## src/rtl/user_module_pattern_shifter.sv

```systemverilog
// ---------------------------------------------------------------------------
// user_module_pattern_shifter
//
// Purpose:
//    Serial 3-bit pattern detector for a TinyTapeout slot. Enabled input bits
//    shift into a 3-bit window. Once three bits have been shifted since reset,
//    the detector compares the window against 1-0-1 (psel=0) or 0-1-0 (psel=1).
//    Both patterns are read oldest to newest. A match produces a registered
//    one-cycle pulse, sets a sticky "seen" flag and bumps a saturating match
//    counter. Overlapping patterns are detected.
//
// Ports:
//    io_in[0]    clk   - single clock, rising edge
//    io_in[1]    rst   - synchronous active-high reset
//    io_in[2]    din   - serial data bit
//    io_in[3]    en    - shift enable (din sampled only when 1)
//    io_in[4]    psel  - pattern select (0: 1-0-1, 1: 0-1-0)
//    io_in[5]    clr   - synchronous clear of count and seen
//    io_in[7:6]  unused
//    io_out[0]   match - one-cycle match pulse
//    io_out[4:1] count - saturating match count
//    io_out[5]   seen  - sticky match flag
//    io_out[7:6] state - 00 EMPTY, 01 FILL, 10 ARMED
//
// Configuration:
//    PATTERN_SHIFTER_COUNT_EN - when defined, builds the 4-bit match counter.
//    When it is undefined, io_out[4:1] is tied to zero and no counter flops
//    exist.
// ---------------------------------------------------------------------------
module user_module_pattern_shifter (
   input  logic [7:0] io_in,
   output logic [7:0] io_out
);

   typedef enum logic [1:0] {
      ST_EMPTY = 2'b00,
      ST_FILL  = 2'b01,
      ST_ARMED = 2'b10
   } state_t;

   logic clk;
   logic rst;
   logic din;
   logic en;
   logic psel;
   logic clr;
   logic unused_in;

   assign clk       = io_in[0];
   assign rst       = io_in[1];
   assign din       = io_in[2];
   assign en        = io_in[3];
   assign psel      = io_in[4];
   assign clr       = io_in[5];
   assign unused_in = ^io_in[7:6];

   logic [2:0] w_q, w_d;
   logic [1:0] cnt_q, cnt_d;
   state_t     state_q, state_d;
   logic       match_q, match_d;
   logic       seen_q, seen_d;
   logic [2:0] pattern;
   logic [3:0] count_out;

   // Window shift and the saturating count of enabled shifts since reset.
   // The match decision looks at the post-shift window and post-shift count,
   // so the third qualifying bit can produce a match on the same edge.
   always_comb begin
      w_d     = w_q;
      cnt_d   = cnt_q;
      pattern = psel ? 3'b010 : 3'b101;
      if (en) begin
         w_d = {w_q[1:0], din};
         if (cnt_q != 2'd3) begin
            cnt_d = cnt_q + 2'd1;
         end
      end
      match_d = en && (w_d == pattern) && (cnt_d == 2'd3);
   end

   // Fill FSM: it leaves EMPTY on the first enabled shift and reaches ARMED on
   // the third. ARMED is held until reset, so it tracks cnt == 3 exactly.
   always_comb begin
      state_d = state_q;
      case (state_q)
         ST_EMPTY: if (en) state_d = ST_FILL;
         ST_FILL:  if (en && cnt_q == 2'd2) state_d = ST_ARMED;
         ST_ARMED: state_d = ST_ARMED;
         default:  state_d = ST_EMPTY;
      endcase
   end

   // clr takes priority over a simultaneous set of the sticky flag.
   always_comb begin
      seen_d = seen_q | match_d;
      if (clr) begin
         seen_d = 1'b0;
      end
   end

   always_ff @(posedge clk) begin
      if (rst) begin
         w_q     <= 3'b000;
         cnt_q   <= 2'd0;
         state_q <= ST_EMPTY;
         match_q <= 1'b0;
         seen_q  <= 1'b0;
      end else begin
         w_q     <= w_d;
         cnt_q   <= cnt_d;
         state_q <= state_d;
         match_q <= match_d;
         seen_q  <= seen_d;
      end
   end

`ifdef PATTERN_SHIFTER_COUNT_EN
   logic [3:0] count_q, count_d;

   // Saturating match counter. clr overrides an increment on the same edge.
   always_comb begin
      count_d = count_q;
      if (clr) begin
         count_d = 4'd0;
      end else if (match_d && count_q != 4'd15) begin
         count_d = count_q + 4'd1;
      end
   end

   always_ff @(posedge clk) begin
      if (rst) begin
         count_q <= 4'd0;
      end else begin
         count_q <= count_d;
      end
   end

   assign count_out = count_q;
`else
   assign count_out = 4'd0;
`endif

   assign io_out = {state_q, seen_q, count_out, match_q};

endmodule

```

## config.mk

```make
export PLATFORM = sky130hd
export DESIGN_NAME = user_module_pattern_shifter
export DESIGN_NICKNAME = d
export VERILOG_FILES = /design/src/rtl/user_module_pattern_shifter.sv
export SDC_FILE = /design/constraint.sdc
export NUM_CORES = 1
export LEC_CHECK = 0
export ABC_AREA = 0
export CAP_MARGIN = 5
export CORE_AREA = 2 2 39 41
export DETAILED_ROUTE_END_ITERATION = 10
export DIE_AREA = 0 0 41 43
export SETUP_SLACK_MARGIN = 0.1
export SLEW_MARGIN = 20
export SYNTH_ARGS = -nofsm -noshare
export SYNTH_HDL_FRONTEND = slang
export SYNTH_SLANG_ARGS = --single-unit
```

## constraint.sdc

```tcl
create_clock -name io_in -period 2.2 [get_ports io_in]
set_input_delay 0.66 -clock io_in [delete_from_list [all_inputs] [get_ports io_in]]
set_output_delay 0.66 -clock io_in [all_outputs]
set_load 0.005 [all_outputs]
```

==> impl_metrics.tcl, run 1 <==
set metrics [dict create \
    status "finished, final reports clean" \
    fillCellCount 134 \
    ir_drop_uv 973 \
    cts_setup_buffers 0 \
    core.rowCount 14 \
    first_pass_iters 5 \
    required_ps 2390 \
    diodes 0 \
    vias_per_cell 5.05 \
    synth_common_cells "8 x dfxtp_1, 7 x nor2_1, 6 x buf_4" \
    grt_max_degree 8 \
    synth_area_um2 462 \
    arrival_ps 2220 \
    synth_area_per_cell_um2 9.62 \
    hold_viol_final 0 \
    async_flop_share_pct 0 \
    crit_chain "clkbuf_4, clkbuf_4, nand2_4, clkbuf_4, clkbuf_4, o22a_4, clkbuf_4, clkbuf_4, mux2i_1" \
    fin_setup_tns_ps 0 \
    cp_slowest_cell "clkbuf_4" \
    synth-seq-cells 8 \
    clk-insertion-delay-late_ps 250 \
    worstSetupStartpointType "clock port" \
    track_usage_pct 23.5 \
    cp_max_fo 3 \
    grt_pass1_wl_mm 2.27 \
    wire_per_inst_um 13.2 \
    die_area_um2 1760 \
    placed_cell_area_um2 473 \
    postCtsResizedCells 0 \
    synth_cells 48 \
    setup_viol 0 \
    finalMaxSlewViolations 0 \
    path_clk_slew_ps 60 \
    critical_path_class "clock port to flip-flop" \
    final_cell_area_um2 702 \
    hp-class "clock port to flip-flop" \
    wl_mm 1.29 \
    endpoint_kind "flip-flop" \
    drt_iter0_markers 23 \
    core_um2 1380 \
    ys_warn_count 0 \
    p_leak_nw 0.339 \
    yosysTopAreaCellShare_pct 34.7 \
    slowest_delay_ps 160 \
    synth_area_leaders "dfxtp_1 35%, buf_4 9.8%, mux2i_1 8.7%" \
    gr-total-overflow 0 \
    yosysSeqAreaShare_pct 34.7 \
    synth_edf_count 0 \
    nets 87 \
    crit_top_cell "clkbuf_4" \
    place_congestion 0.677 \
    rsz0062_at_grt "false" \
    area_growth_pct 52.0 \
    grt_pass1_vias 734 \
    die_height_um 43 \
    portBuffers 4 \
    cts_tree "done" \
    synth_ff_type "dfxtp_1" \
    pwr_density_cell_nw_per_um2 2090 \
    maxCapViolCount 0 \
    dr_total_vias 490 \
    synth.most_common_cell "dfxtp_1" \
    synth_cell_type_count 18 \
    antenna_found_initial 0 \
    yosysTopAreaCell "dfxtp_1" \
    final_antenna_net_count 0 \
    drc 0 \
    ctsHoldBuffers 0 \
    io_pins 16 \
    die_w_um 41 \
    drive_gt1_share_pct 40.7 \
    finClkSkew_ps 8.06 \
    hpwlAfterDp_um 486 \
    initial_utilization_pct 33.4 \
]
critical path: cells and delay by family:
kind	cells	cell delay, ps
muxes	1	160
and+or+nand+nor	1	60
buffers and inverters	6	780
AOI/OAI and AO/OA	1	120
per-stage QoR:
step	cells	worst slack (ps)	utilization [%]	hold slack, ps	total power [mW]
2_1_floorplan	51	511	-	102	0.595
3_3_place_gp	63	528	34.2	72.4	0.468
3_5_place_dp	63	528	34.2	72.4	0.468
4_1_cts	97	130	50.7	93.0	1.51
5_1_grt	97	113	50.7	77.7	1.62
6_report	97	168	50.7	85.8	1.46
worst paths after layout:
path / slack, ps / startpoint / to / cells past startpoint
min: 90 / io_in[5] / seen_q / 3
max reg2reg: 710 / state_q[0] / state_q[1] / 7
min reg2reg: 470 / seen_q / seen_q / 2
max: 170 / io_in[3] / state_q[1] / 9
power by group:
part / total [mW] / leakage (nW) / internal, mW / switching (mW)
Clock: 1.30 / 0.208 / 0.756 / 0.544
Combinational: 0.00158 / 0.0616 / 0 / 0.00158
Sequential: 0.162 / 0.0689 / 0.162 / 0
Total: 1.46 / 0.339 / 0.918 / 0.546
cell families (layout without fill, tap and decap cells):
logic type | after synthesis | after routing | share of synthesized area, %
and+or+nand+nor | 19 | 19 | 24.7
buffers and inverters | 10 | 40 | 14.6
DFF | 8 | 8 | 34.7
muxes | 4 | 4 | 8.67
adders and majority gates | 3 | 3 | 8.13
AOI/OAI and AO/OA | 3 | 3 | 8.40
other | 1 | 4 | 0.812
registers in the layout (all words and copies together) (netlist names):
register,count
state_q,2
match_q,1
seen_q,1
cnt_q,2
w_q,2
cell type report:
class | instances | area, um^2 | share of cell area [%]
flip-flops and latches | 8 | 160 | 22.8
clock buffers | 31 | 218 | 31.0
multi-input cells | 33 | 245 | 34.9
inverters | 2 | 7.51 | 1.07
well taps | 16 | 20.0 | 2.85
repair buffers | 4 | 40.0 | 5.70
clock inverters | 3 | 11.3 | 1.60
layout by cell type (no fill, tap or decap), drive strengths merged:
cell type / Yosys / final
clkinv: 0 / 2
o22a: 1 / 1
conb: 1 / 4
mux2i: 4 / 4
nand2b: 4 / 4
and4bb: 2 / 2
dfxtp: 8 / 8
nand2: 3 / 3
nor2: 7 / 7
clkdlybuf4s50: 0 / 4
clkbuf: 1 / 31
o41ai: 1 / 1
a21oi: 1 / 1
ha: 3 / 3
inv: 2 / 3
nor2b: 1 / 1
nor3: 2 / 2
per-layer routing:
metal	share of wire, %	vias to the layer above	wire length, um	GRT usage [%]
met1	31	206	402	7.77
met5	0	-	0	0
met2	44	55	561	13.4
met3	14	21	177	42.4
met4	11	0	144	57.3
li1	-	208	-	-
(Power assumes the default switching activity.)
==> run 2, diff against run 1 <==
Settings changed: GPL_ROUTABILITY_DRIVEN set to 0.
==> results of run 2 <==
Final layout, timing and power as in run 1 (identical DEF).
==> run 3, diff against run 2 <==
Settings changed: SKIP_LAST_GASP set to 1, SLEW_MARGIN 20 to 5.
==> results of run 3 <==
Final layout, timing and power as in run 1 (identical DEF).
